===== config.mk =====
export PLATFORM = sky130hd
export DESIGN_NAME = fan_speed_controller_flat
export DESIGN_NICKNAME = d
export VERILOG_FILES = /design/src/rtl/fan_pkg.sv /design/src/rtl/fan_speed_controller_if.sv /design/src/rtl/fan_pwm_gen.sv /design/src/rtl/fan_speed_controller.sv /design/src/flat_wrapper.sv
export SDC_FILE = /design/constraint.sdc
export NUM_CORES = 1
export LEC_CHECK = 0
export BUFFER_PORTS_ARGS = -buffer_cell sky130_fd_sc_hd__buf_2
export CAP_MARGIN = 20
export CORE_UTILIZATION = 45
export DETAILED_ROUTE_END_ITERATION = 7
export HOLD_SLACK_MARGIN = 0.1
export SYNTH_ARGS = -nofsm -noshare
export SYNTH_HDL_FRONTEND = slang
export SYNTH_HIERARCHICAL = 1
export SYNTH_SLANG_ARGS = --single-unit
export TNS_END_PERCENT = 10

===== constraint.sdc =====
create_clock -name i_clk -period 5.05 [get_ports i_clk]
set_input_delay 0.2525 -clock i_clk [delete_from_list [all_inputs] [get_ports i_clk]]
set_output_delay 0.2525 -clock i_clk [all_outputs]
set_load 0.05 [all_outputs]

===== src/rtl/fan_pkg.sv =====
// fan_pkg: shared definitions for the fan speed controller.
//   - fan_state_t   : speed state encoding (also the o_speed output value)
//   - DEF_*         : default duty cycles and timer constants
//   - duty_lookup() : maps a speed state to its PWM duty
//   - next_speed()  : speed-button sequence OFF->LOW->MID->HIGH->OFF
`timescale 1ns/1ps
package fan_pkg;

  typedef enum logic [1:0] {
    ST_OFF  = 2'd0,
    ST_LOW  = 2'd1,
    ST_MID  = 2'd2,
    ST_HIGH = 2'd3
  } fan_state_t;

  localparam int unsigned DEF_DUTY_LOW   = 30;
  localparam int unsigned DEF_DUTY_MID   = 60;
  localparam int unsigned DEF_DUTY_HIGH  = 90;
  localparam int unsigned DEF_TIMER_STEP = 10;
  localparam int unsigned DEF_TIMER_MAX  = 30;

  function automatic logic [15:0] duty_lookup(input fan_state_t s,
                                              input logic [15:0] duty_low,
                                              input logic [15:0] duty_mid,
                                              input logic [15:0] duty_high);
    logic [15:0] d;
    case (s)
      ST_LOW:  d = duty_low;
      ST_MID:  d = duty_mid;
      ST_HIGH: d = duty_high;
      default: d = 16'd0;
    endcase
    return d;
  endfunction

  function automatic fan_state_t next_speed(input fan_state_t s);
    fan_state_t n;
    case (s)
      ST_OFF:  n = ST_LOW;
      ST_LOW:  n = ST_MID;
      ST_MID:  n = ST_HIGH;
      default: n = ST_OFF;
    endcase
    return n;
  endfunction

endpackage


===== src/rtl/fan_speed_controller_if.sv =====
// fan_speed_controller_if: button inputs and fan/display outputs of the
// fan speed controller.
//   i_btn_speed/i_btn_timer/i_btn_off : one-cycle button pulses
//   o_pwm                             : fan PWM drive
//   o_speed                           : current speed state (0..3)
//   o_timer_remaining/o_timer_active  : auto-off countdown status
// master = button source / output consumer, slave = controller.
`timescale 1ns/1ps
interface fan_speed_controller_if;
  logic       i_btn_speed;
  logic       i_btn_timer;
  logic       i_btn_off;
  logic       o_pwm;
  logic [1:0] o_speed;
  logic [7:0] o_timer_remaining;
  logic       o_timer_active;

  modport master (
    output i_btn_speed, i_btn_timer, i_btn_off,
    input  o_pwm, o_speed, o_timer_remaining, o_timer_active
  );

  modport slave (
    input  i_btn_speed, i_btn_timer, i_btn_off,
    output o_pwm, o_speed, o_timer_remaining, o_timer_active
  );
endinterface


===== src/rtl/fan_pwm_gen.sv =====
// fan_pwm_gen: free-running PWM generator.
//   i_clk, i_reset : clock, asynchronous active-high reset
//   duty_i         : duty requested for the current speed
//   force_off_i    : fan is OFF, hold output low immediately
//   pwm_o          : registered PWM output
// The duty is sampled only at the period boundary so a speed change never
// truncates or stretches a pulse mid-period.
`timescale 1ns/1ps
module fan_pwm_gen #(
  parameter int unsigned PWM_PERIOD = 100
) (
  input  logic        i_clk,
  input  logic        i_reset,
  input  logic [15:0] duty_i,
  input  logic        force_off_i,
  output logic        pwm_o
);

  localparam int unsigned CW = (PWM_PERIOD > 1) ? $clog2(PWM_PERIOD) : 1;
  localparam logic [CW-1:0] CNT_LAST = CW'(PWM_PERIOD - 1);

  logic [CW-1:0] cnt_q, cnt_d;
  logic [15:0]   duty_q, duty_d;
  logic          pwm_q, pwm_d;
  logic          wrap;

  always_comb begin
    wrap   = (cnt_q == CNT_LAST);
    cnt_d  = wrap ? '0 : cnt_q + CW'(1);
    duty_d = wrap ? duty_i : duty_q;
    pwm_d  = !force_off_i && (16'(cnt_q) < duty_q);
  end

  always_ff @(posedge i_clk or posedge i_reset) begin
    if (i_reset) begin
      cnt_q  <= '0;
      duty_q <= '0;
      pwm_q  <= 1'b0;
    end else begin
      cnt_q  <= cnt_d;
      duty_q <= duty_d;
      pwm_q  <= pwm_d;
    end
  end

  assign pwm_o = pwm_q;

endmodule


===== src/rtl/fan_speed_controller.sv =====
// fan_speed_controller: fan speed FSM with auto-off countdown timer.
//   i_clk, i_reset : clock, asynchronous active-high reset
//   bus            : buttons in, PWM / speed / timer status out
// Seconds come from a prescaler that only runs while the timer is active,
// producing a one-cycle tick every TICK_DIV cycles.
`timescale 1ns/1ps
module fan_speed_controller
  import fan_pkg::*;
#(
  parameter int unsigned TICK_DIV   = 100_000_000,
  parameter int unsigned PWM_PERIOD = 100,
  parameter int unsigned DUTY_LOW   = DEF_DUTY_LOW,
  parameter int unsigned DUTY_MID   = DEF_DUTY_MID,
  parameter int unsigned DUTY_HIGH  = DEF_DUTY_HIGH,
  parameter int unsigned TIMER_STEP = DEF_TIMER_STEP,
  parameter int unsigned TIMER_MAX  = DEF_TIMER_MAX
) (
  input  logic                   i_clk,
  input  logic                   i_reset,
  fan_speed_controller_if.slave  bus
);

  localparam logic [31:0] TICK_LAST = 32'(TICK_DIV - 1);
  localparam logic [7:0]  STEP8     = 8'(TIMER_STEP);
  localparam logic [7:0]  MAX8      = 8'(TIMER_MAX);

  fan_state_t  state_q, state_d;
  logic [7:0]  timer_q, timer_d;
  logic [31:0] presc_q, presc_d;
  logic        active_q;
  logic        tick;
  logic [15:0] duty_cur;

  always_comb begin
    state_d = state_q;
    timer_d = timer_q;
    tick    = (timer_q != 8'd0) && (presc_q == TICK_LAST);
    presc_d = tick ? 32'd0 : presc_q + 32'd1;

    if (bus.i_btn_off) begin
      state_d = ST_OFF;
    end else if (bus.i_btn_speed) begin
      state_d = next_speed(state_q);
      if (tick) begin
        timer_d = timer_q - 8'd1;
        // expiry overrides the speed advance
        if (timer_q == 8'd1) state_d = ST_OFF;
      end
    end else if (bus.i_btn_timer) begin
      if (state_q != ST_OFF) begin
        // a press beats a coincident tick and restarts a full second
        timer_d = (timer_q >= MAX8) ? 8'd0 : timer_q + STEP8;
        presc_d = 32'd0;
      end
    end else if (tick) begin
      timer_d = timer_q - 8'd1;
      if (timer_q == 8'd1) state_d = ST_OFF;
    end

    if (state_d == ST_OFF) timer_d = 8'd0;
    // prescaler idles at zero whenever the timer is disabled
    if (timer_d == 8'd0) presc_d = 32'd0;
  end

  always_ff @(posedge i_clk or posedge i_reset) begin
    if (i_reset) begin
      state_q  <= ST_OFF;
      timer_q  <= 8'd0;
      presc_q  <= 32'd0;
      active_q <= 1'b0;
    end else begin
      state_q  <= state_d;
      timer_q  <= timer_d;
      presc_q  <= presc_d;
      active_q <= (timer_d != 8'd0);
    end
  end

  assign duty_cur = duty_lookup(state_q, 16'(DUTY_LOW), 16'(DUTY_MID), 16'(DUTY_HIGH));

  fan_pwm_gen #(
    .PWM_PERIOD (PWM_PERIOD)
  ) u_pwm (
    .i_clk       (i_clk),
    .i_reset     (i_reset),
    .duty_i      (duty_cur),
    .force_off_i (state_q == ST_OFF),
    .pwm_o       (bus.o_pwm)
  );

  assign bus.o_speed           = state_q;
  assign bus.o_timer_remaining = timer_q;
  assign bus.o_timer_active    = active_q;

endmodule

===== src/flat_wrapper.sv =====
// flat-port wrapper written by rule: the top's interface ports become plain ports
module fan_speed_controller_flat import fan_pkg::*;
#(
  parameter int unsigned TICK_DIV   = 100_000_000,
  parameter int unsigned PWM_PERIOD = 100,
  parameter int unsigned DUTY_LOW   = DEF_DUTY_LOW,
  parameter int unsigned DUTY_MID   = DEF_DUTY_MID,
  parameter int unsigned DUTY_HIGH  = DEF_DUTY_HIGH,
  parameter int unsigned TIMER_STEP = DEF_TIMER_STEP,
  parameter int unsigned TIMER_MAX  = DEF_TIMER_MAX
)
  (i_clk, i_reset, bus_i_btn_speed, bus_i_btn_timer, bus_i_btn_off, bus_o_pwm, bus_o_speed, bus_o_timer_remaining, bus_o_timer_active);
  fan_speed_controller_if bus_i ();
  input  logic i_clk;
  input  logic i_reset;
  input wire logic [$bits(bus_i.i_btn_speed)-1:0] bus_i_btn_speed;
  input wire logic [$bits(bus_i.i_btn_timer)-1:0] bus_i_btn_timer;
  input wire logic [$bits(bus_i.i_btn_off)-1:0] bus_i_btn_off;
  output wire logic [$bits(bus_i.o_pwm)-1:0] bus_o_pwm;
  output wire logic [$bits(bus_i.o_speed)-1:0] bus_o_speed;
  output wire logic [$bits(bus_i.o_timer_remaining)-1:0] bus_o_timer_remaining;
  output wire logic [$bits(bus_i.o_timer_active)-1:0] bus_o_timer_active;
  assign bus_i.i_btn_speed = bus_i_btn_speed;
  assign bus_i.i_btn_timer = bus_i_btn_timer;
  assign bus_i.i_btn_off = bus_i_btn_off;
  assign bus_o_pwm = bus_i.o_pwm;
  assign bus_o_speed = bus_i.o_speed;
  assign bus_o_timer_remaining = bus_i.o_timer_remaining;
  assign bus_o_timer_active = bus_i.o_timer_active;
  fan_speed_controller #(.TICK_DIV(TICK_DIV), .PWM_PERIOD(PWM_PERIOD), .DUTY_LOW(DUTY_LOW), .DUTY_MID(DUTY_MID), .DUTY_HIGH(DUTY_HIGH), .TIMER_STEP(TIMER_STEP), .TIMER_MAX(TIMER_MAX)) u_core (.i_clk(i_clk), .i_reset(i_reset), .bus(bus_i));
endmodule

== Word-level counts from Yosys, hierarchy flattened ==
Cells that the tools add are included.
Storage, ports and cells
  input bits: 5
  register bits after elaboration: 67
  output and inout bits: 12
  word-level logic and storage cells: 51
Operators by class
  equal/unequal tests: 6
  reduce and logical (&&, ||, !) cells: 9
  order comparisons: 2
  add/sub/neg operators: 4
  multiplexer cells: 23
Operators with widths (count)
  32-bit two-way mux: 6
  8-bit two-way mux: 7
  32-bit by 1-bit adder with 32-bit output, second input constant: 1
  32-bit by 27-bit equality test with 1-bit output, second input constant: 1
  7-bit case mux with 3 select lines: 1
  7-bit by 16-bit less-than comparator with 1-bit output: 1
  8-bit nonzero test: 2
  2-bit two-way mux: 7
  8-bit by 4-bit adder with 8-bit output, second input constant: 1
  8-bit by 1-bit equality test with 1-bit output, second input constant: 1
  8-bit by 5-bit greater-or-equal comparator with 1-bit output, second input constant: 1
  8-bit logical NOT: 1
  8-bit by 1-bit subtractor with 8-bit output, second input constant: 1
  7-bit by 1-bit adder with 7-bit output, second input constant: 1
  7-bit equality test, second input constant: 1
  7-bit two-way mux: 1
  2-bit case mux with 3 select lines: 1
  2-bit equality test, second input constant: 2
  2-bit logical NOT: 2
  2-bit by 1-bit equality test with 1-bit output, second input constant: 1
  1-bit logical AND: 2
  2-bit nonzero test: 1
  1-bit logical NOT: 1

== Longest topological paths before layout ==
Gate-level depths: netlist of the first run.
  word-level depth: 10
  mapped depth: 12

== Hierarchy ==
Netlist of the first run, hierarchy kept.
Modules (own cells, without submodules)
  fan_speed_controller: sequential area each 1076.0 µm², area an instance 3005.4 µm², cells an instance 316, instances 1
  fan_pwm_gen: sequential area each 600.6 µm², area an instance 1114.8 µm², cells an instance 92, instances 1

== Worst setup path before layout of the first run ==
Ideal clock, no wire load.
  kind: register to register
  start: register u_core.timer_q[1], in the netlist u_core/bus.o_timer_remaining[1]
  end: register u_core.presc_q[24]
  setup slack: 1.455 ns
  data required time: 4.908 ns
  period minus slack after synthesis: 3.595 ns
  buffers on the path: 1
  cell stages (with the launch flop): 12
  library setup time: 0.142 ns
  arrival time: 3.453 ns
  cell sequence: dfrtp_1 -> inv_1 -> ha_1 -> a21bo_2 -> or4b_2 -> nor4_1 -> xnor2_1 -> o21ai_0 -> or4_4 -> o31ai_4 -> buf_6 -> nor3_2
Between the ends
  word-level cells in the longest chain between the ends: 10
  elaborated cells between the ends (all ways): 28
  classes of those cells: add/sub: 2; order compare: 1; eq/ne: 1; mux: 20; reduce/logical: 4
Ends and longest elaborated chain
  start, declared: line fan_speed_controller.sv:28  | logic [7:0] timer_q, timer_d;
  start signal, assigned: line fan_speed_controller.sv:73  | timer_q <= timer_d;
  parallel branches: the longest is 9 deep, another holds 8-bit by 4-bit adder with 8-bit output
  32-bit two-way mux *: line fan_speed_controller.sv:62  | if (timer_d == 8'd0) presc_d = 32'd0;
  named net u_core.presc_d[24]: line fan_speed_controller.sv:29  | logic [31:0] presc_q, presc_d;
  end signal, assigned: line fan_speed_controller.sv:74  | presc_q <= presc_d;
  end, declared: line fan_speed_controller.sv:29
Mark *: on every way through the listed nets, which the timed path passes.
A chain may end at the register's enable or synchronous reset.

== Worst setup path after layout of the first run ==
  start: register u_core.timer_q[1], in the netlist u_core/bus.o_timer_remaining[1]
  end: register u_core.presc_q[31]
The elaborated chain is that of the path after synthesis.

==> results of run 1 <==
==> synth_stat cells, types with 4 or more instances <==
cell type  number
ha_1           21
nor4_1          4
nand4_1         8
buf_2           4
nor3_2         29
or4_1           4
xnor2_1        22
a21oi_1        11
mux2_4          5
buf_6           5
nand2_1        28
or3_1           4
mux2_2          6
nor3_1         17
and3_1         10
and2_1          8
nand3_1        17
inv_1          19
xor2_1         16
o21ai_0        12
clkbuf_1        7
nor4b_1         7
dfrtp_1        67
a31oi_1         5
nor2_1         28
==> through the flow <==
step	setup WS (ns)	hold slack [ns]	power (mW)
floorplan	1.46	0.267	0.716
global placement	1.44	0.435	0.751
detailed placement	1.42	0.448	0.752
CTS	1.39	0.258	1.18
global route	1.16	0.293	1.22
finish	1.41	0.286	1.16
==> cell families after synthesis <==
| family | share of synthesized area (%) |
|---|---|
| muxes | 3.95 |
| other | 0.0910 |
| adders and majority gates | 6.38 |
| and+or+nand+nor | 27.9 |
| AOI/OAI and AO/OA | 8.59 |
| DFF | 40.7 |
| buffers and inverters | 4.31 |
| xor gates and xnor gates | 8.08 |
==> registers in the layout (all words and copies together) (netlist names) <==
signal                        flops
u_core/presc_q                   32
u_core/u_pwm/duty_q              16
u_core/bus.o_timer_remaining      8
u_core/u_pwm/cnt_q                7
u_core/bus.o_speed                2
u_core/bus.o_timer_active         1
u_core/u_pwm/pwm_o                1
==> layer usage <==
layer  share of wire [%]  up-vias  GRT usage [%]
met5                   0        -              0
met3                 3.7        9           3.24
li1                    -     1489              -
met1                  51     1451           27.0
met2                  44       49           28.4
met4                 1.2        0           7.69
==> area by class of cell <==
| cell class | instances | area share [%] |
|---|---|---|
| tap | 108 | 3.00 |
| clock inverter | 5 | 0.805 |
| sequential | 67 | 37.2 |
| timing repair buffer | 21 | 2.66 |
| multi-input combinational | 314 | 51.3 |
| clock buffer | 11 | 3.36 |
| inverter | 20 | 1.67 |
==> path summary, 6_finish.rpt <==
path | slack, ns | start | end | cells past startpoint
max in group asynchronous | 3.82 | i_reset | u_core/u_pwm/duty_q[0] | 3
min | 0.29 | bus_i_btn_off | u_core/bus.o_speed[1] | 2
max | 1.41 | u_core/bus.o_timer_remaining[1] | u_core/presc_q[31] | 11
max reg2reg | 1.41 | u_core/bus.o_timer_remaining[1] | u_core/presc_q[31] | 11
min in group asynchronous | 0.61 | i_reset | u_core/presc_q[26] | 4
min reg2reg | 0.49 | u_core/presc_q[0] | u_core/presc_q[0] | 1
==> where the power goes <==
group          switching [mW]  total (mW)  leakage, nW  internal (mW)
registers              0.0159       0.561        0.916          0.545
logic                   0.129       0.181        0.891         0.0523
clock network           0.216       0.422       0.0880          0.206
==> repair_timing <==
item                      in CTS  in global routing
hold buffers                   1                  0
gates resized for setup        0                  0
hold endpoints to repair      43                  0
==> impl_metrics.py, run 1 <==
metrics = {
    "clocking": {
        "cts.path.max_buffers": 2,
        "clk_pin_slew_ns": 0.08,
        "clk_latency_ns": 0.34,
        "cts_made_buffers": 9,
        "cts_setup_buffers": 0,
        "htree_levels": 3,
        "tritoncts": "done",
        "cts_root_buf": "clkbuf_8",
        "cts_sinks": 67,
    },
    "floorplanning": {
        "die_height_um": 97.7,
        "placementRows": 34,
        "initial_core_util_pct": 46.8,
        "die_area_um2": 9540,
        "core-area_um2": 8810,
        "die_w_um": 97.7,
        "ios": 17,
    },
    "timing": {
        "fmax_ghz": 0.275,
        "fin_crit_sh_pct": 72.1,
        "drv_slew": 0,
        "period_minus_slack_ns": 3.64,
        "tns_ns": 0,
        "max_slew_margin_pct": 39.4,
        "setup_viol": 0,
        "hold_viol": 0,
        "fin_skew_ns": 0.0141,
        "rsz0062_at_grt": "false",
        "worstMarginPinSlew_ns": 0.908,
    },
    "power": {
        "leakage_nw": 1.90,
        "power.density_nw_per_um2": 258,
        "ir_worst_vdd_mv": 0.105,
    },
    "yosys": {
        "ys_top_cells_by_area": "dfrtp_1 (41%), nor3_2 (7.0%), ha_1 (6.4%)",
        "synthArstFlopShare_pct": 100,
        "synth_cells": 408,
        "synth_top_area_cell": "dfrtp_1",
        "synth_enable_flop_cells": 0,
        "synth_seq_cells": 67,
        "ys_types": 57,
        "avgSynthCellArea_um2": 10.1,
        "syn_area_um2": 4120,
        "synth_top_area_share_pct": 40.7,
        "yosys_warnings": 6,
        "ys.flop_type": "dfrtp_1",
        "ys_seq_area_share_pct": 40.7,
    },
    "drt": {
        "routed-via-count": 2998,
        "routed_via_density": 5.49,
        "routed_wl_um": 8340,
        "ant_nets": 0,
        "drc": 0,
        "drt_iter0_drc": 71,
        "wire_per_inst_um": 15.3,
        "first_pass_iters": 4,
    },
    "global_route": {
        "grt_pass1_wl_um": 14500,
        "antenna_found_initial": 0,
        "grt_pass1_vias": 2994,
        "grtUsageTotal_pct": 18.9,
        "grt-ovfl-total": 0,
        "grt_max_degree": 44,
    },
    "final_layout": {
        "seqCellArea_um2": 1680,
        "mostFrequentLayoutCell": "dfrtp_1",
        "final_util_pct": 51.2,
        "num_antenna_cells": 0,
        "multi_input_area_um2": 2310,
        "nFillCells": 818,
        "layout_common_cells": "dfrtp_1 (67), nor3_2 (29), nor2_1 (28), nand2_1 (28), xnor2_1 (22)",
        "drive_above_1_share_pct": 20.5,
        "design_area_um2": 4510,
        "syn2layout_area_growth_pct": 9.41,
        "layout.cells.non_filler": 546,
        "layout.nets": 459,
    },
    "placed_design": {
        "gp_congestion": 0.866,
        "place_inst": 529,
        "dp_hpwl_um": 5580,
        "dpl_cell_area_um2": 4310,
        "numPortBuffers": 16,
    },
    "critical_path": {
        "endpoint_kind": "register",
        "startpoint_type": "register",
        "cp_slowest_cell": "or4b_2",
        "crit_required_ns": 5.24,
        "worstSetupPathType": "reg -> reg",
        "path_delay_family": "simple AND/OR/NAND/NOR gates",
        "critical_path.max_stage_delay_ns": 0.62,
        "crit_arrival_ns": 3.83,
        "worstPathCellList": "inv_1 > ha_1 > a21bo_2 > or4b_2 > nor4_1 > xnor2_1 > o21ai_0 > or4_4 > o31ai_4 > buf_4 > nor3_1",
        "crit_fanout": 33,
        "crit_buf_inv": 2,
    },
    "flow_run": {
        "maxCapViolations": 0,
    },
    "min_path": {
        "hp-class": "in -> reg",
    },
    "status": {
        "run_status": "finished, final reports clean",
    },
}
No activity file was read; power rests on OpenSTA's default activity.
==> run 2, diff against run 1 <==
==> constraint.sdc (replaced) <==
create_clock -name i_clk -period 3.2 [get_ports i_clk]
set_input_delay 0.16 -clock i_clk [delete_from_list [all_inputs] [get_ports i_clk]]
set_output_delay 0.16 -clock i_clk [all_outputs]
set_load 0.05 [all_outputs]
==> impl_metrics.py, run 2 (same netlist as run 1, synthesis figures left out) <==
metrics = {
    "status": {
        "run_status": "finished, violations left",
        "violations": "design-rule violations",
    },
    "timing": {
        "setup_viol": 0,
        "worstMarginPinSlew_ns": 0.886,
        "period_minus_slack_ns": 3.19,
        "fin_skew_ns": 0.00652,
        "fin_crit_sh_pct": 99.7,
        "max_slew_margin_pct": 40.8,
        "rsz0062_at_grt": "true",
        "drv_slew": 0,
        "fmax_ghz": 0.313,
        "hold_viol": 0,
        "hold_ws_ns": 0.186,
    },
    "final_layout": {
        "layout.nets": 511,
        "mostFrequentLayoutCell": "dfrtp_1",
        "top_register": "u_core/presc_q",
        "num_antenna_cells": 0,
        "final_util_pct": 58.2,
        "design_area_um2": 5120,
        "syn2layout_area_growth_pct": 24.3,
        "drive_above_1_share_pct": 33.7,
        "layout_common_cells": "dfrtp_1 (61), buf_4 (49), nor2_1 (28), nor3_2 (28), nand2_1 (27)",
        "largest_reg_flops": 32,
        "nFillCells": 773,
        "multi_input_area_um2": 2450,
        "seqCellArea_um2": 1680,
    },
    "floorplanning": {
        "die_height_um": 97.7,
        "ios": 17,
        "core-area_um2": 8810,
        "die_area_um2": 9540,
        "die_w_um": 97.7,
        "placementRows": 34,
        "initial_core_util_pct": 46.8,
    },
    "power": {
        "power.density_nw_per_um2": 386,
        "leakage_nw": 2.21,
        "ir_worst_vdd_mv": 0.254,
    },
    "global_route": {
        "grt-ovfl-total": 0,
        "antenna_found_initial": 0,
        "grt_pass1_wl_um": 16100,
        "grt_max_degree": 28,
        "grtUsageTotal_pct": 21.3,
        "grt_pass1_vias": 3299,
    },
    "drt": {
        "routed_wl_um": 9490,
        "routed_via_density": 5.49,
        "wire_per_inst_um": 15.9,
        "drt_iter0_drc": 131,
        "drc": 3,
        "routed-via-count": 3278,
        "ant_nets": 0,
        "first_pass_iters": 6,
    },
    "critical_path": {
        "reg2reg_to": "u_core/presc_q[31]",
        "startpoint_type": "register",
        "worstSetupPathType": "reg -> reg",
        "crit_fanout": 12,
        "r2r_start": "u_core/presc_q[10]",
        "critPathCapture": "u_core/presc_q[31]",
        "crit_arrival_ns": 3.42,
        "r2r_setup_slack_ns": 0.009,
        "crit_required_ns": 3.42,
        "reg2reg_depth": 11,
        "endpoint_kind": "register",
        "critPathLaunch": "u_core/presc_q[10]",
    },
    "clocking": {
        "htree_levels": 3,
        "clk_pin_slew_ns": 0.07,
        "cts_made_buffers": 9,
        "tritoncts": "done",
        "cts_root_buf": "clkbuf_8",
        "cts.path.max_buffers": 2,
        "cts_sinks": 67,
        "clk_latency_ns": 0.35,
    },
    "flow_run": {
        "maxCapViolations": 0,
    },
    "placed_design": {
        "dp_hpwl_um": 6490,
        "numPortBuffers": 16,
        "dpl_cell_area_um2": 4660,
        "gp_congestion": 0.842,
    },
    "min_path": {
        "hold_depth": 2,
        "hp-class": "in -> reg",
    },
}
[run 2: how the worst min path moves through the flow]
stage / start / endpoint / slack [ns]
CTS: bus_i_btn_off / u_core/bus.o_speed[0] / 0.17
detailed placement: i_reset / u_core/presc_q[28] / 0.20
finish: bus_i_btn_off / u_core/bus.o_speed[0] / 0.19
floorplan: i_reset / u_core/u_pwm/cnt_q[0] / 0.17
global route: bus_i_btn_off / u_core/bus.o_speed[1] / 0.19
global placement: i_reset / u_core/presc_q[28] / 0.20
[run 2: metrics by stage]
step | TNS (ns) | total power [mW] | setup WS, ns | cells
after floorplan | -1.26 | 1.13 | -0.0441 | 417
after global placement | -0.986 | 1.23 | -0.0589 | 570
after detailed placement | -2.50 | 1.23 | -0.113 | 570
after CTS | -0.0935 | 1.97 | -0.0195 | 589
after global routing | -1.33 | 2.06 | -0.0794 | 597
final | 0 | 1.97 | 0.00860 | 597
[run 2: where the power goes]
group	leakage (nW)	internal, mW	total, mW	switching [mW]
Clock	0.0954	0.377	0.708	0.331
Combinational	1.21	0.150	0.395	0.245
Sequential	0.906	0.861	0.871	0.00933
Total	2.21	1.39	1.97	0.585
[run 2: cell type report]
class / count / area share (%)
tap: 108 / 2.64
inverter: 20 / 1.61
multi-input combinational: 314 / 47.8
clock buffer: 11 / 2.76
clock inverter: 4 / 1.00
sequential: 67 / 32.9
timing repair buffer: 73 / 11.3
[run 2: worst max-delay path, cell delays in order (launching register included)]
cell and delay [ns]:
dfrtp_1 0.45, and4b_1 0.31, nand4_1 0.21, buf_4 0.23, nor4_4 0.32, a31oi_1 0.12, o22a_1 0.23, or4_4 0.56
o31ai_4 0.26, buf_4 0.18, buf_12 0.14, nor3_1 0.06
[run 2: timing repair]
action | 4_1_cts | 5_1_grt
setup endpoints to repair | 33 | 33
hold endpoints to repair | 40 | 0
buffers inserted | 2 | 6
gates cloned | 1 | 1
pin swaps | 4 | 7
hold buffers | 1 | 0
gates resized for setup | 8 | 18
[run 2: per-layer routing]
layer	global-route usage (%)	wire, um	part of all wire (%)	vias up
met3	4.32	359	3.8	10
met5	0	0	0	-
met1	28.9	4510	48	1614
li1	-	-	-	1601
met4	7.58	91	0.96	0
met2	33.6	4530	48	53
==> run 3, diff against run 2 <==
--- a/config.mk
+++ b/config.mk
@@ -10,6 +10,7 @@
 export CORE_UTILIZATION = 45
 export DETAILED_ROUTE_END_ITERATION = 7
 export HOLD_SLACK_MARGIN = 0.1
+export SETUP_SLACK_MARGIN = 0.02
 export SYNTH_ARGS = -nofsm -noshare
 export SYNTH_HDL_FRONTEND = slang
 export SYNTH_HIERARCHICAL = 1
==> constraint.sdc (replaced) <==
create_clock -name i_clk -period 3.2 [get_ports i_clk]
set_input_delay 0.48 -clock i_clk [delete_from_list [all_inputs] [get_ports i_clk]]
set_output_delay 0.48 -clock i_clk [all_outputs]
set_load 0.05 [all_outputs]
==> impl_metrics.py, run 3 (same netlist as run 1, synthesis figures left out) <==
metrics = {
    "timing": {
        "hold_viol": 0,
        "finalWorstSetupSlack_ns": -0.00348,
        "drv_slew": 0,
        "fmax_ghz": 0.312,
        "setup_viol": 1,
        "rsz0062_at_grt": "true",
        "max_slew_margin_pct": 38.3,
        "fin_crit_sh_pct": 100,
        "period_minus_slack_ns": 3.20,
        "fin_skew_ns": 0.0109,
        "worstMarginPinSlew_ns": 0.924,
    },
    "critical_path": {
        "r2r_setup_slack_ns": -0.003,
        "crit_fanout": 12,
        "worstSetupPathType": "reg -> reg",
        "cp_slowest_cell": "or4_4",
        "endpoint_kind": "register",
        "worstPathCellList": "inv_4 > ha_4 > or4b_4 > o2111ai_4 > nor4_2 > o211a_1 > o22a_1 > or4_4 > o31ai_4 > buf_6 > buf_12 > nor3_1",
        "r2r_start": "u_core/bus.o_timer_remaining[1]",
        "critical_path.max_stage_delay_ns": 0.56,
        "reg2reg_to": "u_core/presc_q[31]",
        "reg2reg_depth": 12,
        "crit_required_ns": 3.40,
        "startpoint_type": "register",
        "crit_arrival_ns": 3.40,
    },
    "power": {
        "p_sw_uw": 600,
        "p_clk_share_pct": 39.1,
        "power_mw": 2.04,
        "ir_worst_vdd_mv": 0.228,
        "combinationalPowerShare_pct": 18.0,
        "intPower_mw": 1.44,
        "power.density_nw_per_um2": 416,
        "leakage_nw": 2.11,
        "seqPwrFrac_pct": 42.9,
        "sw_frac_of_total_pct": 29.4,
    },
    "clocking": {
        "clk_pin_slew_ns": 0.08,
        "cts_made_buffers": 9,
        "tritoncts": "done",
        "clk_latency_ns": 0.35,
        "htree_levels": 3,
        "cts.path.max_buffers": 2,
        "cts_hold_buffers": 0,
        "cts_sinks": 67,
        "cts_root_buf": "clkbuf_8",
    },
    "placed_design": {
        "numPortBuffers": 16,
        "dp_hpwl_um": 6400,
        "dp_slack_ns": -0.00981,
        "gp_congestion": 0.835,
    },
    "floorplanning": {
        "initial_core_util_pct": 46.8,
        "die_height_um": 97.7,
        "die_w_um": 97.7,
        "core-area_um2": 8810,
        "placementRows": 34,
        "ios": 17,
        "die_area_um2": 9540,
    },
    "global_route": {
        "grt_pass1_vias": 3145,
        "grt-ovfl-total": 0,
        "grtUsageTotal_pct": 20.4,
        "antenna_found_initial": 0,
        "grt_max_degree": 26,
        "grt_pass1_wl_um": 15500,
    },
    "final_layout": {
        "num_antenna_cells": 0,
        "nFillCells": 781,
        "drive_above_1_share_pct": 29.2,
        "syn2layout_area_growth_pct": 18.9,
        "mostFrequentLayoutCell": "dfrtp_1",
        "multi_input_area_um2": 2360,
        "top_register": "u_core/presc_q",
        "largest_reg_flops": 32,
        "layout.nets": 493,
        "layout_common_cells": "dfrtp_1 (62), buf_4 (34), nor3_2 (29)",
        "seqCellArea_um2": 1680,
    },
    "drt": {
        "drc": 5,
        "ant_nets": 0,
        "first_pass_iters": 6,
        "wire_per_inst_um": 15.5,
        "routed-via-count": 3168,
        "routed_wl_um": 8970,
        "drt_iter0_drc": 103,
        "routed_via_density": 5.46,
    },
    "flow_run": {
        "maxCapViolations": 0,
    },
    "status": {
        "run_status": "finished, violations left",
        "violations": "design-rule violations, negative setup slack",
    },
    "min_path": {
        "hp-class": "in -> async",
    },
}
run 3: cell count changes in the layout (fill, tap and decap cells not counted), sizes merged:
cell	delta
inv	+3
bufinv	+1
clkinv	-1
dlygate4sd3	-1
clkbuf	-3
buf	-16
run 3: through the flow:
stage                     cells  TNS (ns)  hold WS [ns]  utilization (%)  area [um^2]
after floorplan             417     -1.26         0.450                -         4190
after global placement      559         0         0.472             52.0         4580
after detailed placement    559  -0.00981         0.470             52.0         4580
after CTS                   579         0         0.250             55.2         4860
after global routing        580     -1.87         0.118             55.7         4900
final                       580  -0.00348         0.113             55.7         4900
run 3: worst max path at each step:
stage / slack, ns / endpoint / from
floorplan: -0.04 / u_core/presc_q[24] / u_core/bus.o_timer_remaining[1]
global route: -0.1 / u_core/presc_q[31] / u_core/bus.o_timer_remaining[1]
CTS: 0.02 / u_core/presc_q[28] / u_core/bus.o_timer_remaining[1]
detailed placement: -0.01 / u_core/presc_q[31] / u_core/bus.o_timer_remaining[1]
global placement: 0.02 / u_core/presc_q[31] / u_core/bus.o_timer_remaining[1]
finish: -0.003 / u_core/presc_q[31] / u_core/bus.o_timer_remaining[1]
run 3: power groups by stage:
| stage | clock network, mW | registers [mW] | logic [mW] |
|---|---|---|---|
| 3_5_place_dp | 0 | 0.890 | 0.335 |
| 2_1_floorplan | 0 | 0.932 | 0.202 |
| 6_report | 0.797 | 0.873 | 0.367 |
| 4_1_cts | 0.823 | 0.873 | 0.360 |
| 5_1_grt | 0.855 | 0.875 | 0.400 |
| 3_3_place_gp | 0 | 0.890 | 0.334 |
run 3: layout make-up:
class	instances	share of cell area (%)
timing repair buffer	55	8.65
clock buffer	9	2.53
clock inverter	7	2.02
sequential	67	34.3
inverter	20	1.58
tap	108	2.76
multi-input combinational	314	48.1
run 3: critical path: cells and delay by family, from the launching register on:
kind / cells / cell delay [ns]
AND/OR/NAND/NOR: 4 / 1.19
AO/OA/AOI/OAI: 4 / 0.89
flip-flops: 1 / 0.43
buffers and inverters: 3 / 0.42
adder cells (fa/ha/maj): 1 / 0.12
run 3: timing repair:
item                       CTS  global route
pin swaps                    3             0
buffers inserted             3             0
gates cloned                 1             0
setup endpoints to repair   23            33
resized for setup            2             5
run 3: per-layer routing:
| layer | vias to the layer above | track usage (%) | wire length (um) |
|---|---|---|---|
| met3 | 10 | 4.03 | 284 |
| met1 | 1539 | 28.8 | 4490 |
| li1 | 1565 | - | - |
| met5 | - | 0 | 0 |
| met2 | 54 | 31.4 | 4100 |
| met4 | 0 | 6.29 | 92 |
